`src/rtl/mmio_pkg.sv`:
```
// mmio_pkg: register map, FSM states and STATUS layout shared by the MMIO responder.
package mmio_pkg;
  localparam logic [3:0] OFF_LED = 4'h0;
  localparam logic [3:0] OFF_TIMER = 4'h4;
  localparam logic [3:0] OFF_TXDATA = 4'h8;
  localparam logic [3:0] OFF_STATUS = 4'hC;
  localparam int FIFO_DEPTH_DEF = 4;
  localparam int ST_FULL = 0;
  localparam int ST_EMPTY = 1;
  localparam int ST_COUNT = 2;
  typedef enum logic {IDLE, RESP} state_t;
endpackage

```
`src/rtl/tx_fifo.sv`:
```
// tx_fifo: byte FIFO feeding the console; head reads as zero while empty.
module tx_fifo #(
  parameter int DEPTH = 4,
  localparam int AW = $clog2(DEPTH),
  localparam int CW = AW + 1
) (
  input  logic          clk,
  input  logic          rst,
  input  logic          push,
  input  logic [7:0]    din,
  input  logic          pop,
  output logic [7:0]    head,
  output logic [CW-1:0] count,
  output logic          full,
  output logic          empty
);
  logic [7:0] mem [DEPTH];
  logic [AW-1:0] wr_ptr, rd_ptr;
  logic do_pop;
  assign do_pop = pop && !empty;
  assign full = count == CW'(DEPTH);
  assign empty = count == '0;
  assign head = empty ? 8'h00 : mem[rd_ptr];
  always_ff @(posedge clk)
    if (push) mem[wr_ptr] <= din;
  always_ff @(posedge clk) begin
    if (rst) begin
      wr_ptr <= '0;
      rd_ptr <= '0;
      count <= '0;
    end else begin
      if (push) wr_ptr <= wr_ptr + 1'b1;
      if (do_pop) rd_ptr <= rd_ptr + 1'b1;
      count <= count + CW'(push) - CW'(do_pop);
    end
  end
endmodule

```
`src/rtl/mmio_responder.sv`:
```
// mmio_responder: single-outstanding MMIO slave with LED, TIMER, console TX and STATUS registers.
module mmio_responder
  import mmio_pkg::*;
#(
  parameter logic [31:0] BASE_ADDR = 32'h1001_0000,
  parameter int FIFO_DEPTH = FIFO_DEPTH_DEF
) (
  input  logic        clk,
  input  logic        rst,
  input  logic        req_valid,
  input  logic        req_wren,
  input  logic [31:0] req_addr,
  input  logic [31:0] req_wdata,
  output logic        req_ready,
  output logic        rsp_valid,
  output logic [31:0] rsp_rdata,
  output logic        rsp_err,
  output logic [9:0]  leds,
  output logic [7:0]  tx_data,
  output logic        tx_valid,
  input  logic        tx_ready
);
  localparam int CW = $clog2(FIFO_DEPTH) + 1;
  state_t state, state_nx;
  logic [31:0] timer, rdata_q, rd, status;
  logic err_q, accept, bad, wr_ok, push, full, empty;
  logic [3:0] off;
  logic [CW-1:0] count;
  assign accept = req_valid && req_ready;
  assign off = req_addr[3:0];
  assign bad = req_addr[31:4] != BASE_ADDR[31:4] || req_addr[1:0] != 2'b00 ||
               (off == OFF_TXDATA && (!req_wren || full)) || (off == OFF_STATUS && req_wren);
  assign wr_ok = accept && req_wren && !bad;
  assign push = wr_ok && off == OFF_TXDATA;
  always_comb begin
    status = '0;
    status[ST_FULL] = full;
    status[ST_EMPTY] = empty;
    status[ST_COUNT +: 3] = 3'(count);
  end
  assign rd = (bad || req_wren) ? 32'h0 :
              off == OFF_LED   ? {22'b0, leds} :
              off == OFF_TIMER ? timer : status;
  always_ff @(posedge clk) begin
    if (rst) state <= IDLE;
    else state <= state_nx;
  end
  always_comb state_nx = (state == IDLE && req_valid) ? RESP : IDLE;
  always_comb begin
    req_ready = state == IDLE;
    rsp_valid = state == RESP;
    rsp_rdata = state == RESP ? rdata_q : 32'h0;
    rsp_err = state == RESP && err_q;
  end
  // Load data is snapshotted at accept so TIMER reads reflect the accept cycle.
  always_ff @(posedge clk) begin
    if (rst) begin
      leds <= '0;
      timer <= '0;
      rdata_q <= '0;
      err_q <= 1'b0;
    end else begin
      timer <= (wr_ok && off == OFF_TIMER) ? 32'h0 : timer + 32'h1;
      if (wr_ok && off == OFF_LED) leds <= req_wdata[9:0];
      if (accept) begin
        rdata_q <= rd;
        err_q <= bad;
      end
    end
  end
  tx_fifo #(.DEPTH(FIFO_DEPTH)) u_fifo (
    .clk(clk), .rst(rst), .push(push), .din(req_wdata[7:0]),
    .pop(tx_valid && tx_ready), .head(tx_data), .count(count), .full(full), .empty(empty)
  );
  assign tx_valid = !empty;
endmodule

```
`config.mk`:
```
export PLATFORM = sky130hd
export DESIGN_NAME = mmio_responder
export DESIGN_NICKNAME = d
export VERILOG_FILES = /design/src/rtl/mmio_pkg.sv /design/src/rtl/tx_fifo.sv /design/src/rtl/mmio_responder.sv
export SDC_FILE = /design/constraint.sdc
export NUM_CORES = 1
export LEC_CHECK = 0
export ABC_AREA = 1
export CAP_MARGIN = 5
export CORE_UTILIZATION = 57
export CTS_BUF_LIST = sky130_fd_sc_hd__clkbuf_4 sky130_fd_sc_hd__clkbuf_8
export DETAILED_ROUTE_END_ITERATION = 8
export HOLD_SLACK_MARGIN = 0.08
export PLACE_DENSITY = 0.95
export SLEW_MARGIN = 20
export SYNTH_ARGS = -nofsm -noshare
export SYNTH_HDL_FRONTEND = slang
export SYNTH_SLANG_ARGS = --single-unit
export TNS_END_PERCENT = 100
```
`constraint.sdc`:
```
create_clock -name clk -period 5.39 [get_ports clk]
set_input_delay 0.8085 -clock clk [delete_from_list [all_inputs] [get_ports clk]]
set_output_delay 0.8085 -clock clk [all_outputs]
set_load 0.02 [all_outputs]
```
Yosys cells after proc, flatten, opt, wreduce, memory -nomap -nowiden
Memories as Yosys holds them, arrays and structs flattened. A register that Yosys moved wholly into a read port is not among the register bits. Index checks and enable logic that the tools add are counted.

Word-level logic and storage cells: 53. Input bits: 69. Output and inout port bits: 54. Bits in writable memories: 32. Memories: 1. Register bits: 83.

Memories: u_fifo.mem (words 4, width 8, read ports 1, clocked after Yosys merged registers in 1, write ports 1, RTL line tx_fifo.sv:17) `logic [7:0] mem [DEPTH];`.

Equal/unequal tests: 5. Bitwise operators: 1. Add/subtract/negate cells: 5. Reduce and logical (&&, ||, !) cells: 23. Mux-type cells: 10.

Operator list (number): $mux W32 (4); $add A32 B1 Y32 const B (1); $ne A28 B25 Y1 const B (1); $logic_and A1 B1 Y1 (11); $eq A4 B4 Y1 const B (2); $mux W8 (1); $logic_or A1 B1 Y1 (5); $add A2 B1 Y2 const B (2); $eq A4 B3 Y1 const B (1); $logic_not A4 Y1 (1); $mux W2 (2); $add A3 B1 Y3 (1); $eq A3 B3 Y1 const B (1); $logic_not A1 Y1 (3); $logic_not A3 Y1 (1); $mux W1 (3); $sub A3 B1 Y3 (1); $reduce_bool A2 Y1 (1); $reduce_or A2 Y1 (1); $not A1 Y1 (1).

Logic depth before layout (Yosys ltp)
Gate-level depths: netlist (run 1).

Word-level depth: 10. Gate-level depth with buffers: 13.

By module
Synthesis (run 1) repeated with hierarchy kept, for this count alone.

Cell total of the unflattened synthesis: 807. Area, all modules: 5795.6 um2.

Modules (own cells, without submodules): mmio_responder (instances 1, area an instance 3955.0 um2, cells each 618); tx_fifo (instances 1, area an instance 1840.5 um2, cells each 189).

Least setup slack after synthesis (run 1)
OpenSTA, ideal clock, no wires.

Kind: input to register. Start: in req_addr[15]. End: reg u_fifo.count[2]. Cell stages on the path: 12. Slack: 3027 ps. Path buffers: 0. Data arrival time: 2243 ps. Path through: nor2_1 nand2_1 nor2_1 nand2_1 nor2_1 nand4_1 nor2_1 ha_1 inv_1 fa_1 o21ai_0 a21oi_1.

Word-level cells in the longest chain between the ends: 9.

Ends and longest elaborated chain: from (decl) (RTL line mmio_responder.sv:12) `input logic [31:0] req_addr,`; $ne A28 B25 Y1 (RTL line mmio_responder.sv:31) `assign bad = req_addr[31:4] != BASE_ADDR[31:4] || req_addr[1:0] != 2'b00 ||`; $logic_or A1 B1 Y1 (2 in a row) (RTL line mmio_responder.sv:31); $logic_or A1 B1 Y1 (RTL line mmio_responder.sv:32) `(off == OFF_TXDATA && (!req_wren || full)) || (off == OFF_STATUS && req_wren);`; $logic_not A1 Y1 (RTL line mmio_responder.sv:33) `assign wr_ok = accept && req_wren && !bad;`; $logic_and A1 B1 Y1 (RTL line mmio_responder.sv:33); $logic_and A1 B1 Y1 (RTL line mmio_responder.sv:34) `assign push = wr_ok && off == OFF_TXDATA;`; net push (RTL line mmio_responder.sv:26) `logic err_q, accept, bad, wr_ok, push, full, empty;`; $add A3 B1 Y3 (RTL line tx_fifo.sv:34) `count <= count + CW'(push) - CW'(do_pop);`; $sub A3 B1 Y3 (RTL line tx_fifo.sv:34); to (signal assigned) (RTL line tx_fifo.sv:34); to (decl) (RTL line tx_fifo.sv:13) `output logic [CW-1:0] count,`.

The timed path passes the listed nets, and every way through them passes these cells. A chain may end at the register's enable or synchronous reset.

Final worst setup path (run 1)
Start: in req_valid. End: mem u_fifo.mem[0][6] (enable).

Word-level cells in the longest chain between the ends: 6.

Ends and longest elaborated chain: from (decl) (RTL line mmio_responder.sv:10) `input logic req_valid,`; $logic_and A1 B1 Y1 (RTL line mmio_responder.sv:29) `assign accept = req_valid && req_ready;`; $logic_and A1 B1 Y1 (2 in a row) (RTL line mmio_responder.sv:33); $logic_and A1 B1 Y1 (RTL line mmio_responder.sv:34); net push (RTL line mmio_responder.sv:26); $mux W1 (RTL line tx_fifo.sv:25) `if (push) mem[wr_ptr] <= din;`; $mux W1 (implied by the code) (RTL line tx_fifo.sv:25); to (decl) (RTL line tx_fifo.sv:17).

The timed path passes the listed nets, and every way through them passes these cells.

==> results.cfg, run 1 <==
[synthesis]
netlist.top_cell.by_area = dfxtp_1
synth_warnings = 0
ys_ff_latch = 117
avgSynthCellArea_um2 = 7.682
synth_top_area_share = 0.2915
async_flop_share = 0
syn-num-nets = 837
ys_top_cells_by_count = nand2_1 (157), nor2_1 (149), inv_1 (93)
synth_edf_count = 32
yosys_most_used_dff = dfxtp_1
synth_area_mm2 = 0.005838
synthTopCellsByArea = dfxtp_1 (29%), edfxtp_1 (16%), nand2_1 (10%), nor2_1 (9.6%), inv_1 (6.0%)
yosys.cell_count.top_type = nand2_1
ys_types = 38
synthCells = 760
ys_seq_area_frac = 0.4561

[sta]
worst_pin_slew_ns = 0.8201
finClkSkew_ns = 0.01129
hold_slack_ns = 0.4732
min_period_ns = 3.431
final_hold_viol_count = 0
finalSetupViolCount = 0
fmax_ghz = 0.2915
slew_violations = 0
setup_tns_ns = 0
rsz0062_at_grt = no
max_slew_margin = 0.4503
period_share = 0.6366

[floorplanning]
row_count = 36
dieArea_mm2 = 0.01065
chipHeight_um = 103.2
die_x_um = 103.2
start_util = 0.5918
io_pins = 123
core_mm2 = 0.009864

[routing]
drt_wl_total_mm = 15.47
vias = 5471
first_pass_iters = 8
drc_errors = 0
vias_per_cell = 5.449
detail-route-antenna-nets = 0
drtIter0Drc = 572
wl_per_cell_um = 15.41

[placed_design]
gp_congestion = 0.8958
place_hpwl_mm = 9.886
numPortBuffers = 100

[worst_hold_path]
hold_path.class = reg -> reg
hp-start = rdata_q[1]$_SDFFE_PP0P_

[setup_path]
critPathArrivalTime_ns = 3.50
cpPeakStageDelay_ns = 0.63
crit_chain = clkdlybuf4s50_1 > nand2_4 > nor2_2 > nand4_1 > nor2_1 > inv_1 > nor2_1
crit_required_ns = 5.46
slowest_stage = nor2_1
r2r_start = rsp_valid$_SDFF_PP0_
crit_type = in -> reg
cp-end-kind = flip-flop
cpMostUsedCell = nor2_1
path_max_fanout = 36
worst_setup_path_start_kind = primary input
crit_start = req_valid

[clock_network]
cts-root-buf = clkbuf_8
post_cts_buffers = 0
cts.sinks = 117
cts.path.max_buffers = 2
cts_tree = done
cts.hold.buffers_added = 0
worstSkewPairLatency_ns = 0.45
ctsResizeCount = 0
path_clk_slew_ns = 0.07
cts_made_buffers = 17
cts_max_level = 4

[cells_and_area]
fin_nets = 935
nFillCells = 625
area_growth_pct = 24.84
antennaDiodeCount = 0
drive_gt1_frac = 0.1297

[pwr]
power_leakage_uw = 0.002942
power.density_mw_per_mm2 = 305.2
ir_worst_vdd_mv = 0.2226

[grt]
grt_pass1_vias = 5130
grt_usage = 0.3037
grt_overflow = 0
grt_max_degree = 38
antenna_found_initial = 0
grt_pass1_wl_mm = 24.36

[status]
status = finished, final reports clean

[flow_run]
max-cap-violations = 0
[through the flow]
step	util	setup slack (ns)	power, uW	area, um2	cells
6_report	0.7388	1.959	2224	7288	1004
2_1_floorplan	-	3.027	1228	5838	760
3_3_place_gp	0.6993	1.629	1396	6898	972
5_1_grt	0.7388	1.729	2309	7288	1004
4_1_cts	0.7387	1.924	2211	7287	1004
3_5_place_dp	0.6993	1.570	1418	6898	972
[sequential cells by signal, summed over array words and instances (netlist names), named ones only]
register       count
rsp_valid          1
timer             32
u_fifo.rd_ptr      2
rdata_q           32
u_fifo.mem        32
leds              10
u_fifo.wr_ptr      2
err_q              1
u_fifo.count       3
[logic make-up (layout without fill, tap and decap cells)]
group / after synthesis / in the layout / synth area share
adder cells (fa/ha/maj): 8 / 8 / 0.01843
AND/OR/NAND/NOR: 408 / 408 / 0.3174
buffers and inverters: 125 / 236 / 0.08658
XOR/XNOR: 30 / 30 / 0.04501
flip-flops: 117 / 117 / 0.4561
AO/OA/AOI/OAI: 72 / 72 / 0.07651
[routing by layer]
layer / GRT usage / vias to the layer above / routed length, um
met1: 0.3654 / 2476 / 5938
li1: - / 2569 / -
met2: 0.5113 / 354 / 7463
met4: 0.1441 / 0 / 605
met5: 0 / - / 0
met3: 0.07728 / 72 / 1463
[critical path, delay by kind of cell]
kind | cells | cell delay (ns)
AND/OR/NAND/NOR | 5 | 2.02
buffers and inverters | 2 | 0.64
[worst paths after layout]
path | slack, ns | to | cells past startpoint
setup / recovery | 1.96 | u_fifo.mem[0][6]$_DFFE_PP_ | 7
hold / removal | 0.47 | rdata_q[1]$_SDFFE_PP0P_ | 2
setup reg to reg | 2.19 | u_fifo.mem[0][6]$_DFFE_PP_ | 7
hold reg to reg | 0.47 | rdata_q[1]$_SDFFE_PP0P_ | 2
[cell type report]
class | instances | area [um2] | area share
Clock inverter | 15 | 155.1 | 0.02129
Tap cell | 133 | 166.4 | 0.02283
Timing Repair Buffer | 102 | 1016 | 0.1394
Inverter | 102 | 382.9 | 0.05253
Multi-Input combinational cell | 518 | 2670 | 0.3664
Sequential cell | 117 | 2664 | 0.3655
Clock buffer | 17 | 234.0 | 0.03210
[where the power goes]
group	internal (uW)	switching (uW)	leakage, uW
Sequential	923	44.9	0.000974
Combinational	188	262	0.00177
Clock	412	394	0.000193
[cells in the final DEF, fill, tap and decap left out, types with 4 or more instances in the layout]
master	count
a21oi_1	22
a21oi_2	20
clkbuf_8	17
clkdlybuf4s50_1	100
clkinv_2	4
dfxtp_1	84
edfxtp_1	32
ha_1	7
inv_1	93
inv_2	9
nand2_1	157
nand2_2	22
nand2_4	5
nand3_1	21
nand3_2	4
nand4_1	7
nor2_1	149
nor2_2	6
nor2_4	4
nor3_1	23
o21ai_0	23
o22ai_1	4
xnor2_1	12
xor2_1	18
No activity file was read; power rests on OpenSTA's default activity.
==> run 2, diff against run 1 <==
--- a/config.mk
+++ b/config.mk
@@ -7,11 +7,11 @@
 export LEC_CHECK = 0
 export ABC_AREA = 1
 export CAP_MARGIN = 5
-export CORE_UTILIZATION = 57
+export CORE_UTILIZATION = 53
 export CTS_BUF_LIST = sky130_fd_sc_hd__clkbuf_4 sky130_fd_sc_hd__clkbuf_8
 export DETAILED_ROUTE_END_ITERATION = 8
 export HOLD_SLACK_MARGIN = 0.08
-export PLACE_DENSITY = 0.95
+export PLACE_DENSITY = 0.9
 export SLEW_MARGIN = 20
 export SYNTH_ARGS = -nofsm -noshare
 export SYNTH_HDL_FRONTEND = slang
==> constraint.sdc (replaced) <==
create_clock -name clk -period 3.3 [get_ports clk]
set_input_delay 0.495 -clock clk [delete_from_list [all_inputs] [get_ports clk]]
set_output_delay 0.495 -clock clk [all_outputs]
set_load 0.02 [all_outputs]
==> run 2 against run 1 <==
- register-to-register slack worse by 1.3 ns
- sequential share of layout area down 0.22 points
- die area up 7.4%
- sequential power up 62%
- largest cell class unchanged
- global-route usage down 4.6 points
- critical path depth down 3
==> results.cfg, run 2 (synthesized netlist as in run 1, its figures left out) <==
[placed_design]
gp_congestion = 0.8697
place_ws_ns = 0.5427
place_hpwl_mm = 9.944
numPortBuffers = 100
dp_cells = 983

[setup_path]
worst_setup_path_start_kind = flip-flop
cpPeakStageDelay_ns = 0.72
r2r_start = u_fifo.count[1]$_SDFF_PP0_
r2r-end = u_fifo.count[2]$_SDFF_PP0_
crit_required_ns = 2.80
r2r_setup_slack_ns = 0.93
cp-end-kind = output pin
slowest_stage = dfxtp_1
path_max_fanout = 17
r2r_cells = 11
crit_type = reg -> out
crit_chain = inv_2 > o21ai_0 > a21oi_1 > clkdlybuf4s50_1
critPathArrivalTime_ns = 2.37

[clock_network]
path_clk_slew_ns = 0.07
cts_made_buffers = 17
post_cts_buffers = 0
cts-root-buf = clkbuf_8
cts.path.max_buffers = 2
cts.sinks = 117
cts.hold.buffers_added = 0
cts_tree = done
worstSkewPairLatency_ns = 0.44
ctsResizeCount = 0
cts_max_level = 4

[sta]
final_hold_viol_count = 0
finalWorstSetupSlack_ns = 0.4339
max_slew_margin = 0.5829
finalSetupViolCount = 0
rsz0062_at_grt = no
min_period_ns = 2.866
finClkSkew_ns = 0.009167
worst_pin_slew_ns = 0.6249
setup_tns_ns = 0
fmax_ghz = 0.3489
period_share = 0.8685
slew_violations = 0

[floorplanning]
core_mm2 = 0.01051
chipHeight_um = 107.0
die_x_um = 107.0
io_pins = 123
row_count = 37
start_util = 0.5555
dieArea_mm2 = 0.01144

[cells_and_area]
final_cell_mix = nand2_1 (157), nor2_1 (149), clkdlybuf4s50_1 (99)
antennaDiodeCount = 0
largest_registers = rdata_q: 32 flops, timer: 32 flops, u_fifo.mem: 32 flops
nFillCells = 771
stdcell_count = 1015
fin_nets = 943
area_growth_pct = 25.55
final_common_cell = nand2_1
drive_gt1_frac = 0.1331

[grt]
grt_max_degree = 37
antenna_found_initial = 0
grt_overflow = 0
grt_pass1_wl_mm = 22.73
grt_usage = 0.2582
grt_pass1_vias = 4813

[routing]
detail-route-antenna-nets = 0
drc_errors = 0
drtIter0Drc = 367
wl_per_cell_um = 14.03
vias = 5199
vias_per_cell = 5.122
drt_wl_total_mm = 14.24
first_pass_iters = 5

[status]
status = finished, final reports clean

[pwr]
ir_worst_vdd_mv = 0.5239
power.density_mw_per_mm2 = 486.9
power_leakage_uw = 0.002971
power_uw = 3569

[worst_hold_path]
hp-start = rdata_q[9]$_SDFFE_PP0P_
hold_end = rdata_q[9]$_SDFFE_PP0P_
hold_path.class = reg -> reg
hold_depth = 2

[flow_run]
max-cap-violations = 0
-- run 2: metal layers --
metal / vias up / GRT usage / share of wire / wire (um)
met5: - / 0 / 0 / 0
li1: 2582 / - / - / -
met4: 0 / 0.1037 / 0.023 / 322
met2: 234 / 0.4286 / 0.48 / 6895
met3: 33 / 0.06626 / 0.068 / 965
met1: 2350 / 0.3200 / 0.43 / 6054
-- run 2: worst max-delay path, delay by kind of cell (launching register included) --
kind                   cells  cell delay, ns
flip-flops                 1            0.72
buffers and inverters      2            0.81
AO/OA/AOI/OAI              2            0.40
-- run 2: layout make-up --
cell class / instances / area (um2) / share of cell area
Clock buffer: 17 / 234.0 / 0.03192
Inverter: 102 / 382.9 / 0.05224
Multi-Input combinational cell: 518 / 2670 / 0.3643
Sequential cell: 117 / 2663 / 0.3633
Timing Repair Buffer: 110 / 1071 / 0.1461
Clock inverter: 15 / 138.9 / 0.01895
Tap cell: 136 / 170.2 / 0.02322
-- run 2: worst max path at each step --
stage                                          start  cells after the start  slack [ns]                    endpoint
final                                      flip-flop                      4        0.43                  tx_data[6]
after global routing                       flip-flop                      4        0.30                  tx_data[7]
after CTS                                  flip-flop                      4        0.44                  tx_data[7]
after detailed placement                    req_wren                     10        0.54  u_fifo.count[2]$_SDFF_PP0_
after global placement                  req_addr[16]                     14        0.67  u_fifo.count[2]$_SDFF_PP0_
after floorplan           u_fifo.count[1]$_SDFF_PP0_                     11        1.10  u_fifo.count[2]$_SDFF_PP0_
-- run 2: metrics by stage --
stage / cell area [um2] / hold slack, ns / util
after floorplan: 5838 / 0.4364 / -
after global placement: 6957 / 0.4506 / 0.6620
after detailed placement: 6957 / 0.4572 / 0.6620
after CTS: 7330 / 0.4657 / 0.6975
after global routing: 7330 / 0.4875 / 0.6975
final: 7330 / 0.4665 / 0.6975
-- run 2: power breakdown --
group / total [uW] / switching [uW] / internal (uW)
registers: 1570 / 65.8 / 1510
logic: 738 / 417 / 321
clock network: 1260 / 599 / 658
